--- src/rtl/byte_strobe_tx.sv ---
// Transmit side of the enable-strobed byte interface: a small FIFO drained by
// an FSM that presents each byte with setup time, one clean enable pulse, then a low gap.
module byte_strobe_tx #(
  parameter int ADDR_W    = 3,
  parameter int SETUP_CYC = 1,
  parameter int HIGH_CYC  = 2,
  parameter int LOW_CYC   = 2
) (
  input  logic              iClock,
  input  logic              iReset,
  input  logic [7:0]        iWrData,
  input  logic              iWrEn,
  output logic              oFull,
  output logic              oEmpty,
  output logic [ADDR_W:0]   oCount,
  output logic              oOverflow,
  output logic [7:0]        oData,
  output logic              oEn,
  output logic              oBusy
);

  localparam int DEPTH = 1 << ADDR_W;
  localparam logic [ADDR_W:0] FULL_CNT = (ADDR_W+1)'(DEPTH);
  localparam logic [7:0] SETUP_LD = 8'(SETUP_CYC - 1);
  localparam logic [7:0] HIGH_LD  = 8'(HIGH_CYC - 1);
  localparam logic [7:0] LOW_LD   = 8'(LOW_CYC - 1);

  // state  | meaning
  // IDLE   | waiting for a queued byte; pops head into oData when one exists
  // SETUP  | oData stable, oEn low, before the rising edge
  // STROBE | oEn high
  // GAP    | oEn low, receiver re-arms before the next byte
  typedef enum logic [1:0] {IDLE, SETUP, STROBE, GAP} state_t;

  state_t            state_q, state_d;
  logic [7:0]        phase_q, phase_d;
  logic [7:0]        data_q, data_d;
  logic              en_q, en_d;
  logic [7:0]        mem_q [DEPTH];
  logic [ADDR_W-1:0] wr_ptr_q, rd_ptr_q;
  logic [ADDR_W:0]   count_q;
  logic              ovf_q;
  logic              wr_acc;
  logic              pop;

  assign oFull     = (count_q == FULL_CNT);
  assign oEmpty    = (count_q == '0);
  assign oCount    = count_q;
  assign oOverflow = ovf_q;
  assign oData     = data_q;
  assign oEn       = en_q;
  assign oBusy     = (state_q != IDLE);
  assign wr_acc    = iWrEn & ~oFull;

  always_comb begin
    state_d = state_q;
    phase_d = phase_q;
    data_d  = data_q;
    en_d    = en_q;
    pop     = 1'b0;
    case (state_q)
      IDLE: begin
        en_d = 1'b0;
        if (!oEmpty) begin
          pop     = 1'b1;
          data_d  = mem_q[rd_ptr_q];
          state_d = SETUP;
          phase_d = SETUP_LD;
        end
      end
      SETUP: begin
        if (phase_q == 8'd0) begin
          state_d = STROBE;
          phase_d = HIGH_LD;
          en_d    = 1'b1;
        end else begin
          phase_d = phase_q - 8'd1;
        end
      end
      STROBE: begin
        if (phase_q == 8'd0) begin
          state_d = GAP;
          phase_d = LOW_LD;
          en_d    = 1'b0;
        end else begin
          phase_d = phase_q - 8'd1;
        end
      end
      GAP: begin
        if (phase_q == 8'd0) begin
          state_d = IDLE;
          phase_d = 8'd0;
        end else begin
          phase_d = phase_q - 8'd1;
        end
      end
      default: begin
        state_d = IDLE;
        phase_d = 8'd0;
        en_d    = 1'b0;
      end
    endcase
  end

  always_ff @(posedge iClock or negedge iReset) begin
    if (!iReset) begin
      state_q <= IDLE;
      phase_q <= 8'd0;
      data_q  <= 8'h00;
      en_q    <= 1'b0;
    end else begin
      state_q <= state_d;
      phase_q <= phase_d;
      data_q  <= data_d;
      en_q    <= en_d;
    end
  end

  // Storage has no reset; occupancy is governed entirely by the pointers/count.
  always_ff @(posedge iClock) begin
    if (wr_acc) mem_q[wr_ptr_q] <= iWrData;
  end

  always_ff @(posedge iClock or negedge iReset) begin
    if (!iReset) begin
      wr_ptr_q <= '0;
      rd_ptr_q <= '0;
      count_q  <= '0;
      ovf_q    <= 1'b0;
    end else begin
      if (wr_acc) wr_ptr_q <= wr_ptr_q + 1'b1;
      if (pop)    rd_ptr_q <= rd_ptr_q + 1'b1;
      if (iWrEn && oFull) ovf_q <= 1'b1;
      case ({wr_acc, pop})
        2'b10:   count_q <= count_q + 1'b1;
        2'b01:   count_q <= count_q - 1'b1;
        default: count_q <= count_q;
      endcase
    end
  end

endmodule

--- config.mk ---
export PLATFORM = sky130hd
export DESIGN_NAME = byte_strobe_tx
export DESIGN_NICKNAME = d
export VERILOG_FILES = /design/src/rtl/byte_strobe_tx.sv
export SDC_FILE = /design/constraint.sdc
export NUM_CORES = 1
export LEC_CHECK = 0
export ABC_AREA = 1
export CORE_MARGIN = 2
export CORE_UTILIZATION = 58
export DETAILED_ROUTE_END_ITERATION = 8
export HOLD_SLACK_MARGIN = 0.1
export PLACE_DENSITY = 0.77
export SETUP_SLACK_MARGIN = 0.1
export SYNTH_ARGS = -nofsm -noshare
export SYNTH_HDL_FRONTEND = slang
export SYNTH_SLANG_ARGS = --single-unit
--- constraint.sdc ---
create_clock -name iClock -period 2.86 [get_ports iClock]
set_clock_uncertainty 0.1 [all_clocks]
set_input_delay 0.858 -clock iClock [delete_from_list [all_inputs] [get_ports iClock]]
set_output_delay 0.858 -clock iClock [all_outputs]
set_load 0.01 [all_outputs]
==> impl_metrics.yaml, run 1 <==
run_status:
  status: "finished clean"
clocking:
  ctsHoldBuffers: 0
  numCtsBuffers: 9
  cts_buffer_depth: 2
  cts_tree: "done"
  cts-root-buf: "clkbuf_8"
  clk_latency_ps: 350
  htree_levels: 3
  cts.clk_slew.worst_paths_ps: 80
  numClockSinks: 94
critical_path:
  crit_required_ps: 1900
  crit_type: "flop to output pin"
  crit_buf_inv: 2
  r2r_cells: 12
  worstSetupPathDepth: 4
  cp_slowest_cell: "clkdlybuf4s50_1"
  crit_path_max_fanout: 6
  regToRegSetupSlack_ps: 560
  reg2reg_to: "oCount[2]"
  crit_path_end_kind: "output pin"
  worst_ep_arrival_time_ps: 1730
  endpoint: "oFull"
  slowest_delay_ps: 530
  worstSetupStartpointType: "flop"
  crit_start: "oCount[1]"
  worstReg2RegStart: "state_q[1]"
  worstPathCellList: "nor2_4, nand3_2, inv_1, clkdlybuf4s50_1"
  path_delay_family: "buffers and inverters"
min_path:
  hold_class: "flop to flop"
die:
  die_area_sq_mm: 0.007954
  start_util_pct: 58.98
  die_x_um: 89.19
  row_count: 31
  io_pins: 28
  die_h_um: 89.19
  coreArea_sq_mm: 0.007137
final_layout:
  area_growth_syn_to_layout_pct: 16.02
  seq_area_sq_mm: 0.002675
  fin_nets: 464
  drive_gt1_share_pct: 13.45
  stdcell_area_sq_mm: 0.004883
  fill_cells: 567
  multi_input_area_sq_mm: 0.001348
  antenna_cells: 0
timing:
  period_share_pct: 93.99
  final-max-slew-violation-count: 0
  slew_headroom_pct: 62.57
  final-hold-violation-count: 0
  whs_ps: 365.1
  final.setup.tns_ps: 0
  timing.fmax_mhz: 372.0
  rsz0062_at_grt: "yes"
  min_period_ps: 2688
  tightest_slew_ps: 560.6
  setup_viol: 0
global_routing:
  grt_pass1_wl_um: 12660
  grt_usage_pct: 21.81
  antenna_found_initial: 0
  grt_overflow: 0
  grt_max_degree: 35
  first_global_vias: 2556
logic_synthesis:
  synth-main-ff-cell: "edfxtp_1"
  synth_top_family_by_area: "simple AND/OR/NAND/NOR gates"
  synthMuxAreaShare_pct: 0
  ys_warn_count: 0
  synth-edff-count: 64
  synth-compound-area-share_pct: 7.372
  syn_area_sq_mm: 0.004209
  synth_top_area_share_pct: 45.66
  synth_simple_gate_area_share_pct: 20.24
  synth_fp_nets: 420
  syn_inst: 397
  yosys.cell_types.count: 32
  synth.avg_cell_area_sq_um: 10.60
  synth-xor-area-share_pct: 0.8323
  ys_ff_latch: 94
  synth-async-reset-ratio_pct: 31.91
  synth_fa_ha_area_share_pct: 3.567
  synth_area_leaders: "edfxtp_1, dfrtp_1, nor2_1"
  synth-seq-area-share_pct: 63.50
  yosys.area.top_type: "edfxtp_1"
routing:
  avgViaCountPerCell: 5.270
  drtAntennaViolNets: 0
  drcViolationCount: 0
  routed_wl_um: 8090
  routedWlPerCell_um: 14.84
  drt_pass1_iterations: 4
  dr_total_vias: 2872
  first_iter_violations: 185
placement:
  routabilityCongestion: 0.8277
  portBuffers: 27
  dpl-instance-area_sq_mm: 0.004647
  hpwl_um: 5330
power:
  p_comb_share_pct: 43.9
  intPower_w: 0.003206
  pwr-share-seq_pct: 37.8
  p_clk_share_pct: 18.3
  p_leak_nw: 2.020
  total_power_w: 0.005276
  ir_drop_v: 0.0005834
  power_density_mw_per_mm2: 1080
  p_sw_share_pct: 39.23
  power.net_switching_w: 0.002070
flow_run:
  drv_cap: 0
==> sequential cells by signal, summed over array words and instances (netlist names) <==
signal / cells
mem_q: 64
oEn: 1
oData: 8
phase_q: 8
oCount: 4
state_q: 2
rd_ptr_q: 3
oOverflow: 1
wr_ptr_q: 3
==> worst min path at each step <==
stage	from	to	slack (ps)	cells past startpoint
after floorplan	state_q[1]	state_q[1]	390	2
after global placement	oOverflow	oOverflow	340	1
after detailed placement	oOverflow	oOverflow	350	1
after CTS	oOverflow	oOverflow	370	1
after global routing	oOverflow	oOverflow	390	1
final	oOverflow	oOverflow	370	1
==> logic make-up after synthesis <==
kind of cell    count (synthesis)
fa+ha+maj                      12
simple gates                  190
xor+xnor                        4
compound gates                 55
flops                          94
buf+inv                        42
==> layout by cell type, fill, tap and decap left out, types with 2 or more instances in the layout <==
cell type,Yosys,routed
bufinv_16,0,2
dfrtp_1,30,28
clkdlybuf4s50_1,0,27
xor2_1,3,3
nand2_1,67,67
edfxtp_1,64,64
a21oi_1,6,6
ha_1,12,12
o211ai_1,8,8
nand4_1,6,6
nor2_1,81,81
o21ai_1,26,26
inv_6,0,3
inv_2,6,6
nand3_1,18,18
nand3_2,10,10
o21ai_0,11,11
clkinv_1,2,2
buf_4,4,18
clkbuf_8,0,9
dfrtp_2,0,2
inv_1,22,22
==> area by class of cell <==
class,instances,share of cell area [%]
clock buffers,10,2.613
clock inverters,6,1.870
inverters,30,2.306
multi-input cells,261,27.59
flip-flops and latches,94,54.78
well taps,99,2.537
repair buffers,45,8.301
==> stage by stage <==
stage / util, % / setup slack (ps) / cells
after floorplan: - / 642.6 / 397
after global placement: 65.11 / 148.0 / 527
after detailed placement: 65.11 / 49.70 / 527
after CTS: 68.18 / 123.0 / 543
after global routing: 68.43 / 84.10 / 545
final: 68.43 / 171.9 / 545
==> metal layers <==
metal	share of wire (%)	vias to the layer above	track usage (%)
met5	0	-	0
met4	1.1	0	8.141
met3	4.7	8	3.601
met2	50	66	34.95
met1	45	1366	30.27
li1	-	1432	-
==> synth_stat cells, types with 2 or more instances <==
| cell | instances |
|---|---|
| dfrtp_1 | 30 |
| buf_4 | 4 |
| a21oi_1 | 6 |
| o21ai_0 | 11 |
| o21ai_1 | 26 |
| edfxtp_1 | 64 |
| ha_1 | 12 |
| nor2_1 | 81 |
| nand4_1 | 6 |
| inv_2 | 6 |
| xor2_1 | 3 |
| nand3_1 | 18 |
| nand3_2 | 10 |
| clkinv_1 | 2 |
| buf_2 | 7 |
| nand2_1 | 67 |
| inv_1 | 22 |
| o211ai_1 | 8 |
==> power groups by stage <==
stage | clock, W | sequential (W) | combinational (W)
6_report | 0.000968 | 0.00199 | 0.00232
5_1_grt | 0.00104 | 0.00203 | 0.00261
4_1_cts | 0.000981 | 0.00199 | 0.00230
3_3_place_gp | 0 | 0.00201 | 0.00223
2_1_floorplan | 0 | 0.00202 | 0.00162
3_5_place_dp | 0 | 0.00202 | 0.00229
==> worst register-to-register path: stages, from the launching register on <==
cell and delay [ps]:
dfrtp_1 400, inv_1 90, ha_1 260, nand2_4 190
inv_2 60, ha_1 210, nand2_1 90, inv_1 40
nor2_1 190, ha_1 190, a21oi_1 50, or2_1 230
a31oi_1 130
==> what timing repair did <==
item	in CTS	in global routing
setup endpoints to repair	0	2
resized for setup	0	2
setup buffers	0	2
Note: power is estimated with default switching activity, not from simulation.
==> run 2, diff against run 1 <==
--- a/config.mk
+++ b/config.mk
@@ -11,6 +11,7 @@
 export DETAILED_ROUTE_END_ITERATION = 8
 export HOLD_SLACK_MARGIN = 0.1
 export PLACE_DENSITY = 0.77
+export RECOVER_POWER = 100
 export SETUP_SLACK_MARGIN = 0.1
 export SYNTH_ARGS = -nofsm -noshare
 export SYNTH_HDL_FRONTEND = slang
==> run 2 against run 1 <==
- non-clock buffer count did not move
- critical path depth stayed put
- die area stayed put
- first-iteration DRC count grew 7.0%
- cell count stayed put
- routed wire length down 0.37%
- global-route usage unchanged
- sequential share of layout area grew 0.83 points
- combinational power shrank 5%
- core utilization shrank 1.1 points
- critical path type unchanged
==> impl_metrics.yaml, run 2 (same netlist as run 1, synthesis figures left out) <==
run_status:
  status: "finished clean"
final_layout:
  area_growth_syn_to_layout_pct: 14.18
  antenna_cells: 0
  stdcell_area_sq_mm: 0.004806
  largest_reg_flops: 64
  fill_cells: 581
  top_register: "mem_q"
  drive_gt1_share_pct: 8.744
  mostFrequentLayoutCell: "nor2_1"
  fin_nets: 464
  final_cell_mix: "nor2_1, nand2_1, edfxtp_1"
die:
  coreArea_sq_mm: 0.007137
  start_util_pct: 58.98
  die_h_um: 89.19
  die_x_um: 89.19
  row_count: 31
  die_area_sq_mm: 0.007954
  io_pins: 28
critical_path:
  crit_path_end_kind: "output pin"
  worst_ep_arrival_time_ps: 1740
  reg2reg_to: "oCount[2]"
  cp_slowest_cell: "dlygate4sd3_1"
  slowest_delay_ps: 590
  crit_path_frequent_cell: "inv_1"
  regToRegSetupSlack_ps: 300
  r2r_cells: 12
  worstReg2RegStart: "oCount[1]"
  worstSetupStartpointType: "flop"
  crit_required_ps: 1900
  crit_path_max_fanout: 4
  worstPathCellList: "inv_1, ha_1, inv_1, dlygate4sd3_1"
  endpoint: "oBusy"
  crit_type: "flop to output pin"
  crit_start: "state_q[1]"
timing:
  slew_headroom_pct: 32.42
  final.setup.tns_ps: 0
  tightest_slew_ps: 1013
  timing.fmax_mhz: 371.3
  setup_viol: 0
  period_share_pct: 94.18
  fin_ws_ps: 166.5
  final-max-slew-violation-count: 0
  final-hold-violation-count: 0
  rsz0062_at_grt: "yes"
  min_period_ps: 2693
clocking:
  clk_latency_ps: 350
  cts.clk_slew.worst_paths_ps: 90
  cts_tree: "done"
  cts-root-buf: "clkbuf_8"
  numCtsBuffers: 9
  numClockSinks: 94
  cts_buffer_depth: 2
  ctsHoldBuffers: 0
  htree_levels: 3
global_routing:
  grtUsageMet1_pct: 30.27
  first_global_vias: 2556
  use_met3_pct: 3.601
  busiest_layer: "met2"
  gr-usage-met2_pct: 34.95
  grt_overflow: 0
  grt_usage_pct: 21.81
  grt_max_degree: 35
  antenna_found_initial: 0
  grt_pass1_wl_um: 12660
min_path:
  hold_depth: 1
  hold_class: "flop to flop"
power:
  power_density_mw_per_mm2: 1072
  ir_drop_v: 0.0005773
  p_leak_nw: 1.975
  total_power_w: 0.005153
placement:
  dpl-instance-area_sq_mm: 0.004647
  portBuffers: 27
  routabilityCongestion: 0.8277
  hpwl_um: 5330
  post-place-ws_ps: 49.70
routing:
  dr_total_vias: 2879
  routed_wl_um: 8060
  routedWlPerCell_um: 14.79
  first_iter_violations: 198
  drtAntennaViolNets: 0
  drcViolationCount: 0
  avgViaCountPerCell: 5.283
  drt_pass1_iterations: 4
flow_run:
  drv_cap: 0
## run 2: cell count changes in the layout (fill, tap and decap cells not counted), sizes merged
cell	previous run	this run
buf	18	4
dlygate4sd3	0	23
clkbuf	10	24
clkdlybuf4s50	27	4
## run 2: repair_timing
action | CTS | global route
gates resized for setup | 0 | 2
setup buffers | 0 | 2
setup endpoints to repair | 0 | 2
## run 2: worst min path at each step
stage               start          to  slack (ps)
2_1_floorplan  state_q[1]  state_q[1]         390
3_3_place_gp    oOverflow   oOverflow         340
3_5_place_dp    oOverflow   oOverflow         350
4_1_cts         oOverflow   oOverflow         370
5_1_grt         oOverflow   oOverflow         390
6_report        oOverflow   oOverflow         360
## run 2: final cells by class
cell class | count | area [sq um] | share of cell area (%)
Timing Repair Buffer | 45 | 355.3 | 7.394
Inverter | 30 | 112.6 | 2.343
Sequential cell | 94 | 2673 | 55.61
Tap cell | 99 | 123.9 | 2.577
Multi-Input combinational cell | 261 | 1323 | 27.52
Clock inverter | 6 | 91.34 | 1.901
Clock buffer | 10 | 127.6 | 2.656
## run 2: critical path: cells and delay by family (launching register included)
family	cells	cell delay (ps)
DFF	1	420
adders and majority gates	1	210
buffers and inverters	3	750
## run 2: where the power goes
part | internal, W | switching, W | leakage [nW]
clock | 0.000501 | 0.000463 | 0.112
sequential | 0.00179 | 0.000196 | 0.952
combinational | 0.000827 | 0.00138 | 0.912
total | 0.00312 | 0.00204 | 1.97
## run 2: metrics by stage
step           util [%]  std cells  hold slack [ps]
5_1_grt           67.34        545            390.0
2_1_floorplan         -        397            391.2
6_report          67.34        545            357.9
3_3_place_gp      65.11        527            340.8
3_5_place_dp      65.11        527            348.9
4_1_cts           68.18        543            368.5
## run 2: metal layers
| layer | up-vias | wire [um] |
|---|---|---|
| li1 | 1427 | - |
| met1 | 1395 | 3678 |
| met2 | 48 | 3997 |
| met3 | 9 | 282 |
| met4 | 0 | 102 |
| met5 | - | 0 |
==> run 3, diff against run 2 <==
--- a/config.mk
+++ b/config.mk
@@ -7,10 +7,11 @@
 export LEC_CHECK = 0
 export ABC_AREA = 1
 export CORE_MARGIN = 2
-export CORE_UTILIZATION = 58
+export CORE_UTILIZATION = 61
+export CTS_BUF_LIST = sky130_fd_sc_hd__clkbuf_2 sky130_fd_sc_hd__clkbuf_4 sky130_fd_sc_hd__clkbuf_8
 export DETAILED_ROUTE_END_ITERATION = 8
 export HOLD_SLACK_MARGIN = 0.1
-export PLACE_DENSITY = 0.77
+export PLACE_DENSITY = 0.8
 export RECOVER_POWER = 100
 export SETUP_SLACK_MARGIN = 0.1
 export SYNTH_ARGS = -nofsm -noshare
==> run 3 against run 2 <==
- register-to-register slack worse by 80 ps
- hold slack improved by 0.82 ps
- global-route usage up 2.0 points
- critical path type unchanged
==> impl_metrics.yaml, run 3 (same netlist as run 1, synthesis figures left out) <==
power:
  p_clk_share_pct: 16.0
  p_leak_nw: 1.983
  power.net_switching_w: 0.002052
  pwr-share-seq_pct: 39.2
  p_comb_share_pct: 44.7
  intPower_w: 0.002998
  p_sw_share_pct: 40.63
  ir_drop_v: 0.0006204
  power_density_mw_per_mm2: 1063
timing:
  final.setup.tns_ps: 0
  final-hold-violation-count: 0
  whs_ps: 358.8
  setup_viol: 0
  final-max-slew-violation-count: 0
  period_share_pct: 95.11
  slew_headroom_pct: 32.71
  tightest_slew_ps: 1008
  timing.fmax_mhz: 367.6
  rsz0062_at_grt: "no"
  min_period_ps: 2720
critical_path:
  worst_ep_arrival_time_ps: 1760
  crit_required_ps: 1900
  worstPathCellList: "inv_1, ha_1, inv_1, dlygate4sd3_1"
  slowest_delay_ps: 600
  cp_slowest_cell: "dlygate4sd3_1"
  crit_path_frequent_cell: "inv_1"
  crit_path_max_fanout: 4
  crit_type: "flop to output pin"
  crit_path_end_kind: "output pin"
  worstSetupStartpointType: "flop"
clocking:
  cts_buffer_depth: 2
  cts_tree: "done"
  cts.clk_slew.worst_paths_ps: 90
  numClockSinks: 94
  ctsHoldBuffers: 0
  clk_latency_ps: 360
  cts-root-buf: "clkbuf_8"
  htree_levels: 3
  numCtsBuffers: 9
die:
  start_util_pct: 62.64
  die_x_um: 87.07
  row_count: 30
  coreArea_sq_mm: 0.006719
  die_h_um: 87.07
  die_area_sq_mm: 0.007580
  io_pins: 28
global_routing:
  grt_pass1_wl_um: 13170
  first_global_vias: 2781
  grt_max_degree: 35
  antenna_found_initial: 0
  grt_overflow: 0
  grt_usage_pct: 23.80
placement:
  hpwl_um: 5431
  portBuffers: 27
  routabilityCongestion: 0.9104
  dpl-instance-area_sq_mm: 0.004593
final_layout:
  area_growth_syn_to_layout_pct: 12.81
  final_cell_mix: "nor2_1, nand2_1, edfxtp_1"
  mostFrequentLayoutCell: "nor2_1"
  drive_gt1_share_pct: 9.234
  fin_nets: 463
  stdcell_area_sq_mm: 0.004748
  antenna_cells: 0
  utilization_pct: 70.67
  top_register: "mem_q"
  largest_reg_flops: 64
min_path:
  hold_class: "flop to flop"
flow_run:
  drv_cap: 0
run_status:
  status: "finished clean"
routing:
  avgViaCountPerCell: 5.584
  drt_pass1_iterations: 4
  drtAntennaViolNets: 0
  routedWlPerCell_um: 15.75
  drcViolationCount: 0
  routed_wl_um: 8252
  first_iter_violations: 158
  dr_total_vias: 2926
-- run 3: cell count changes in the layout (fill, tap and decap cells not counted), sizes merged --
| cell | before | now |
|---|---|---|
| clkinv | 3 | 4 |
| clkdlybuf4s50 | 4 | 2 |
| buf | 4 | 7 |
| inv | 31 | 30 |
| dlymetal6s2s | 0 | 1 |
| clkbuf | 24 | 21 |
| bufinv | 2 | 0 |
| dlygate4sd3 | 23 | 24 |
-- run 3: path summary, 6_finish.rpt --
path                                 start        end  slack, ps  cells after the start
worst max-delay path            state_q[0]      oBusy        140                      4
worst min-delay path             oOverflow  oOverflow        360                      1
worst max register to register   oCount[1]  oCount[2]        220                     12
worst min register to register   oOverflow  oOverflow        360                      1
max in group asynchronous           iReset  oCount[0]       1120                      2
min in group asynchronous           iReset  oCount[3]       1000                      2
-- run 3: through the flow --
stage               total power [W]  std cells  worst slack [ps]
floorplan                  0.003636        397             642.6
global placement           0.004215        504             109.2
detailed placement         0.004325        504            -6.227
CTS                        0.005138        519             124.1
global route               0.005451        524             16.39
finish                     0.005049        524             139.8
-- run 3: layout make-up --
type	instances	area, sq um
multi-input cells	261	1315
inverters	30	112.6
repair buffers	44	365.4
flip-flops and latches	94	2674
fillers	476	1971
well taps	80	100.1
clock buffers	11	151.4
clock inverters	4	30.03
-- run 3: metal layers --
layer	part of all wire, %	up-vias	GRT usage [%]
met5	0	-	0
met2	50	80	39.35
met1	41	1403	30.38
met3	6.3	19	4.645
li1	-	1424	-
met4	2.3	0	11.08
-- run 3: critical path: cells and delay by family (launching register included) --
family     cells  cell delay, ps
flops          1             410
fa+ha+maj      1             240
buf+inv        3             760
-- run 3: what timing repair did --
action | 4_1_cts | 5_1_grt
resized for setup | 0 | 3
hold endpoints to repair | 0 | 0
endpoints found under the setup margin | 0 | 2
buffers inserted | 0 | 5
-- run 3: power by group through the flow --
stage	Clock [W]	Sequential, W	Combinational, W
global placement	0	0.00201	0.00221
global route	0.000888	0.00201	0.00255
floorplan	0	0.00202	0.00162
detailed placement	0	0.00202	0.00230
finish	0.000809	0.00198	0.00226
CTS	0.000826	0.00200	0.00232
